`src/rtl/mem_bus_arbiter.sv`:
```
// mem_bus_arbiter
//   Shares one memory bus between N_REQ masters (fetch, execute, OAM DMA, debug).
//   The grant is registered. Selection is fixed-priority (index 0 highest) or
//   round robin. A master can lock the bus for multi-cycle sequences. A lock
//   counter bounds how long one locked master may keep the bus.
//
// Parameters
//   N_REQ    number of requesters (2..8)
//   ADDR_W   address width
//   DATA_W   data width
//   RR_MODE  0 = fixed priority, 1 = round robin
//   LOCK_MAX maximum consecutive cycles one locked owner may hold the bus (>= 2)
//
// Ports
//   clk          system clock, rising edge
//   rst          asynchronous active-low reset
//   req/lock     per-requester request and keep-bus request
//   we/re        per-requester write/read strobes, qualified by req
//   addr/wdata   flattened per-requester address and write data
//                (requester i occupies slice i)
//   halt         freezes arbitration and masks the bus strobes
//   gnt          one-hot registered grant
//   mem_*        shared bus signals, driven from the current owner
//   rd_valid     read data for requester i is valid this cycle
//   busy         a grant is active
module mem_bus_arbiter #(
  parameter int N_REQ    = 4,
  parameter int ADDR_W   = 16,
  parameter int DATA_W   = 8,
  parameter int RR_MODE  = 0,
  parameter int LOCK_MAX = 64
) (
  input  logic                      clk,
  input  logic                      rst,
  input  logic [N_REQ-1:0]          req,
  input  logic [N_REQ-1:0]          lock,
  input  logic [N_REQ-1:0]          we,
  input  logic [N_REQ-1:0]          re,
  input  logic [N_REQ*ADDR_W-1:0]   addr,
  input  logic [N_REQ*DATA_W-1:0]   wdata,
  input  logic                      halt,
  output logic [N_REQ-1:0]          gnt,
  output logic [ADDR_W-1:0]         mem_addr,
  output logic [DATA_W-1:0]         mem_data_out,
  output logic                      mem_write_en,
  output logic                      mem_read_en,
  output logic [N_REQ-1:0]          rd_valid,
  output logic                      busy
);

  localparam int IDX_W = (N_REQ > 1) ? $clog2(N_REQ) : 1;
  localparam int CNT_W = $clog2(LOCK_MAX);
  localparam logic [IDX_W-1:0] LAST_IDX  = IDX_W'(N_REQ - 1);
  localparam logic [CNT_W-1:0] CNT_LIMIT = CNT_W'(LOCK_MAX - 1);

  typedef enum logic {IDLE, OWN} state_t;

  state_t             state_reg, state_next;
  logic [IDX_W-1:0]   owner_reg, owner_next;
  logic [IDX_W-1:0]   last_reg, last_next;
  logic [CNT_W-1:0]   cnt_reg, cnt_next;
  logic [N_REQ-1:0]   gnt_reg, gnt_next;
  logic [N_REQ-1:0]   rd_valid_reg, rd_valid_next;

  // Unpack the flattened request buses so the owner mux is a plain array index.
  logic [ADDR_W-1:0] addr_arr  [N_REQ];
  logic [DATA_W-1:0] wdata_arr [N_REQ];

  genvar gi;
  generate
    for (gi = 0; gi < N_REQ; gi++) begin : g_unpack
      assign addr_arr[gi]  = addr[gi*ADDR_W +: ADDR_W];
      assign wdata_arr[gi] = wdata[gi*DATA_W +: DATA_W];
    end
  endgenerate

  // Winner selection
  logic             expired;
  logic [N_REQ-1:0] owner_mask;
  logic [N_REQ-1:0] cand;
  logic             win_found;
  logic [IDX_W-1:0] win_idx;
  int               idx;

  assign expired = (state_reg == OWN) && (cnt_reg >= CNT_LIMIT);

  always_comb begin
    owner_mask = '0;
    owner_mask[owner_reg] = 1'b1;
    cand = req;
    // An owner whose lock window ran out steps aside for one arbitration,
    // but only if another master is actually waiting.
    if (RR_MODE != 0 && expired && (|(req & ~owner_mask)))
      cand = req & ~owner_mask;
    win_found = 1'b0;
    win_idx   = '0;
    idx       = 0;
    for (int k = 0; k < N_REQ; k++) begin
      if (RR_MODE != 0) begin
        idx = int'(last_reg) + 1 + k;
        if (idx >= N_REQ)
          idx = idx - N_REQ;
      end else begin
        idx = k;
      end
      if (!win_found && cand[idx]) begin
        win_found = 1'b1;
        win_idx   = IDX_W'(idx);
      end
    end
  end

  // Next-state and bus outputs
  always_comb begin
    state_next    = state_reg;
    owner_next    = owner_reg;
    last_next     = last_reg;
    cnt_next      = cnt_reg;
    gnt_next      = gnt_reg;
    rd_valid_next = '0;
    mem_addr      = '0;
    mem_data_out  = '0;
    mem_write_en  = 1'b0;
    mem_read_en   = 1'b0;

    if (state_reg == OWN) begin
      mem_addr     = addr_arr[owner_reg];
      mem_data_out = wdata_arr[owner_reg];
      mem_write_en = req[owner_reg] & we[owner_reg] & ~halt;
      // A simultaneous write and read is treated as a write.
      mem_read_en  = req[owner_reg] & re[owner_reg] & ~we[owner_reg] & ~halt;
      // Memory returns read data one cycle later, so the valid strobe is registered.
      if (mem_read_en)
        rd_valid_next = owner_mask;
    end

    if (!halt) begin
      if (state_reg == OWN && req[owner_reg] && lock[owner_reg] && !expired) begin
        cnt_next = cnt_reg + CNT_W'(1);
      end else if (win_found) begin
        state_next = OWN;
        owner_next = win_idx;
        last_next  = win_idx;
        cnt_next   = '0;
        gnt_next   = '0;
        gnt_next[win_idx] = 1'b1;
      end else begin
        state_next = IDLE;
        cnt_next   = '0;
        gnt_next   = '0;
      end
    end
  end

  always_ff @(posedge clk or negedge rst) begin
    if (!rst) begin
      state_reg    <= IDLE;
      owner_reg    <= '0;
      last_reg     <= LAST_IDX;
      cnt_reg      <= '0;
      gnt_reg      <= '0;
      rd_valid_reg <= '0;
    end else begin
      state_reg    <= state_next;
      owner_reg    <= owner_next;
      last_reg     <= last_next;
      cnt_reg      <= cnt_next;
      gnt_reg      <= gnt_next;
      rd_valid_reg <= rd_valid_next;
    end
  end

  assign gnt      = gnt_reg;
  assign rd_valid = rd_valid_reg;
  assign busy     = |gnt_reg;

endmodule

```
`config.mk`:
```
export PLATFORM = sky130hd
export DESIGN_NAME = mem_bus_arbiter
export DESIGN_NICKNAME = d
export VERILOG_FILES = /design/src/rtl/mem_bus_arbiter.sv
export SDC_FILE = /design/constraint.sdc
export NUM_CORES = 1
export LEC_CHECK = 0
export ABC_AREA = 0
export CORE_UTILIZATION = 32
export DETAILED_ROUTE_END_ITERATION = 6
export GPL_TIMING_DRIVEN = 0
export PLACE_DENSITY = 0.9
export SLEW_MARGIN = 30
export SYNTH_ARGS = -nofsm -noshare
export SYNTH_HDL_FRONTEND = slang
export SYNTH_SLANG_ARGS = --single-unit
```
`constraint.sdc`:
```
create_clock -name clk -period 2.4 [get_ports clk]
set_clock_uncertainty 0.05 [all_clocks]
set_input_delay 0.48 -clock clk [delete_from_list [all_inputs] [get_ports clk]]
set_output_delay 0.48 -clock clk [all_outputs]
set_load 0.02 [all_outputs]
```
==> out/qor.txt, run 1 <==
TIMING
-----------------------------------------------------------------------------------------------------------------
Highest achievable clock rate ......................................................................    406.7 MHz
Worst hold slack ...................................................................................     492.0 ps
Final Hold Viols ...................................................................................            0
Count of final setup violators .....................................................................            1
Max transition margin ..............................................................................       0.4694
Shortest period the worst path allows ..............................................................      2459 ps
Part of the cycle the worst path needs .............................................................        1.025
Post-route setup slack .............................................................................    -59.04 ps
Final-report max-slew violation count ..............................................................            0
Setup Total Neg Slack ..............................................................................    -59.04 ps
Actual transition at the worst max-transition pin ..................................................     793.4 ps
Setup repair after global routing missed its margin ................................................          yes

CRITICAL PATH
-----------------------------------------------------------------------------------------------------------------
Required time reported for the critical path endpoint ..............................................      1870 ps
Start point of the critical path ...................................................................        we[3]
Endpoint kind of the worst setup timing path ....................................................... primary output
Reg-to-reg startpoint .............................................................................. owner_reg[0]
Depth of the worst register-to-register path .......................................................            7
Maximum net fanout on the critical path ............................................................            2
Internal reg-to-reg setup slack ....................................................................       260 ps
Startpoint kind of the worst setup timing path ..................................................... primary input
Endpoint of the worst-slack reg-to-reg timing path .................................................       gnt[1]
Worst setup path class .............................................................................       in2out
Critical Path End ..................................................................................  mem_read_en
Data arrival time of the critical path .............................................................      1930 ps

SYNTHESIS
-----------------------------------------------------------------------------------------------------------------
Combinational family with the most area after synthesis ............................................ multiplexers
Cell area after synthesis ..........................................................................    1688 um^2
Flops & latches, synth .............................................................................           17
Arithmetic-cell share of the synthesized area counting full adders, half adders and majority gates .     0.007413
Area fraction in and, or, nand and nor cells after synthesis .......................................       0.2090
Post-synthesis compound-gate area fraction .........................................................      0.07635
XOR/XNOR Fraction of Synth Area ....................................................................            0
Share of synthesized area occupied by flip-flops and latches .......................................       0.2520
Synthesized area per cell ..........................................................................   11.33 um^2
Number of standard cells after synthesis ...........................................................          149
Portion of netlist area occupied by mux cells ......................................................       0.3988
Net Count, Synth ...................................................................................          265
Yosys warnings .....................................................................................            0
Number of distinct library cells after synthesis ...................................................           36

FINISH
-----------------------------------------------------------------------------------------------------------------
Final core utilization .............................................................................       0.6847
Antenna cells ......................................................................................            0
Most frequent standard cell in the layout excluding fill and tap cells ............................. clkdlybuf4s50_1
Leading cell types in the layout, fill and taps excluded ........................................... clkdlybuf4s50_1, mux4_2, dfrtp_1, and2_1, buf_6
Ratio of cells with drive above 1 in the final layout ..............................................       0.3089
P&R area growth vs syn .............................................................................       107.2%
Flip-flop count of the largest register, all copies and words added ................................            6
Total number of nets in the final design ...........................................................          431

ROUTING
-----------------------------------------------------------------------------------------------------------------
WL/cell ............................................................................................     18.61 um
Remaining antenna violation count after routing ....................................................            0
Violation count after the first detailed-routing iteration .........................................           64
Via-per-instance ratio .............................................................................        5.260
Final WL ...........................................................................................      7145 um
Total via count in the routed design ...............................................................         2020
Pre-Repair DR Iteration Count ......................................................................            6
Drc violations .....................................................................................            0

FLOORPLANNING
-----------------------------------------------------------------------------------------------------------------
FP Rows ............................................................................................           26
DIE WIDTH ..........................................................................................     74.63 um
Die area ...........................................................................................    5569 um^2
Height of the die ..................................................................................     74.63 um
Core region area ...................................................................................    5107 um^2
I/O pin cnt ........................................................................................          150
Initial core utilization ...........................................................................       0.3305

PWR
-----------------------------------------------------------------------------------------------------------------
Peak ir drop on the vdd network ....................................................................    0.5740 mV
Static leakage power ...............................................................................     1.417 nW
Power per cell area ................................................................................ 873.8 nW/um^2
Total power consumption of the routed design .......................................................     3.056 mW

CLOCK NETWORK
-----------------------------------------------------------------------------------------------------------------
Clock tree from TritonCTS ..........................................................................         done
TritonCTS sink count ...............................................................................           17
Clk root buf .......................................................................................     clkbuf_8
Insertion delay to the later sink of the worst-skew pair ...........................................       250 ps
TritonCTS buffer count .............................................................................            3
CTS Buffer Depth ...................................................................................            2
Clock transition at the registers of the reported paths ............................................        60 ps
CTS H-tree depth ...................................................................................            1

RUN STATUS
-----------------------------------------------------------------------------------------------------------------
Status ............................................................................................. finished with violations
Violated checks .................................................................................... setup timing

GLOBAL ROUTE
-----------------------------------------------------------------------------------------------------------------
Wire length of the first global-routing pass .......................................................      9922 um
Initial antenna violation count ....................................................................            0
Overflow left after global routing .................................................................            0
Total global routing track utilization .............................................................       0.2380
Vias in the first global route .....................................................................         2028
Largest net degree at the start of global routing ..................................................           18

WORST HOLD PATH
-----------------------------------------------------------------------------------------------------------------
Worst Hold Class ...................................................................................      reg2reg

PLACEMENT
-----------------------------------------------------------------------------------------------------------------
Final RePlAce weighted congestion ..................................................................       0.7910
Worst setup slack before clock tree synthesis ......................................................    -851.9 ps
HPWL after DPL .....................................................................................      5465 um
Buffers on Ports ...................................................................................          148

RUN
-----------------------------------------------------------------------------------------------------------------
Max-capacitance violation count ....................................................................            0

==> routing by layer <==
layer,up-vias,part of all wire,track usage
met1,994,0.35,0.2730
met2,109,0.53,0.4444
met5,-,0,0
met4,0,0.022,0.06709
li1,905,-,-
met3,12,0.092,0.05087
==> metrics by stage <==
stage | area (um^2) | std cells
after floorplan | 1688 | 149
after global placement | 3257 | 367
after detailed placement | 3257 | 367
after CTS | 3520 | 383
after global routing | 3497 | 384
final | 3497 | 384
==> power breakdown <==
part | switching, mW | leakage [nW] | internal (mW)
clock | 0.0912 | 0.0228 | 0.118
sequential | 0.0313 | 0.223 | 0.334
combinational | 1.06 | 1.17 | 1.42
total | 1.19 | 1.42 | 1.87
==> critical path, stage by stage <==
cell and delay [ps]:
clkdlybuf4s50_1 420, mux4_2 490, inv_2 70, nand4b_1 220, inv_2 120, buf_6 120
==> Yosys cell counts <==
cell type   n  area, um^2
a2bb2oi_1   2       17.52
mux2_2      4       45.04
nor2_1      5       18.77
inv_1       5       18.77
ha_1        1       12.51
dfrtp_1    17       425.4
nand2_1    10       37.54
o21a_1      1       7.510
a21oi_4     1       16.27
nor4_1      1       6.260
o311ai_1    1       8.760
o21ai_0     3       15.01
o41a_1      1       11.26
clkbuf_1    6       22.52
buf_4       1       7.510
and3_1      1       6.260
buf_1       1       3.750
a21o_1      1       7.510
or3_1       1       6.260
nand2b_1    2       12.51
buf_2       4       20.02
nand4b_1    1       8.760
buf_6       2       22.52
nand4_1     3       18.77
nor3b_1     3       22.52
mux4_2     27       608.1
nor3_1      3       15.01
and2_1     24       150.1
or4_1       1       7.510
or2_2       2       12.51
mux2i_1     2       20.02
o22ai_1     1       6.260
o211ai_1    2       15.01
nand3_1     6       30.03
o22a_1      1       8.760
a211oi_1    2       15.01
==> final cells by class <==
type / count / area, um^2
timing repair buffer: 161 / 1585
multi-input combinational: 113 / 1196
tap: 70 / 87.58
sequential: 17 / 425.4
clock buffer: 4 / 45.04
fill: 387 / 1610
buffer: 14 / 138.9
inverter: 5 / 18.77
==> logic make-up after synthesis <==
group / count (synthesis)
muxes: 33
and+or+nand+nor: 63
AOI/OAI and AO/OA: 16
adders and majority gates: 1
buffers and inverters: 19
DFF: 17
==> timing repair <==
item	CTS	global route
setup endpoints to repair	26	14
pin swaps	2	1
hold buffers	0	0
resized for setup	136	18
cloned	2	0
setup buffers	10	1
==> worst min path at each step <==
stage | startpoint | slack [ps] | cells past startpoint | end
2_1_floorplan | rst | 130 | 0 | cnt_reg[0]
3_3_place_gp | cnt_reg[1] | 450 | 2 | cnt_reg[1]
5_1_grt | gnt[0] | 520 | 1 | gnt[0]
3_5_place_dp | gnt[0] | 470 | 1 | gnt[0]
4_1_cts | cnt_reg[1] | 490 | 2 | cnt_reg[1]
6_report | gnt[0] | 490 | 1 | gnt[0]
Power figures use the tool's default switching activity.
==> run 2, diff against run 1 <==
CAP_MARGIN = 20   (was unset)
==> results of run 2 <==
Same layout as run 1: the final DEF is identical, and so are final timing and power.
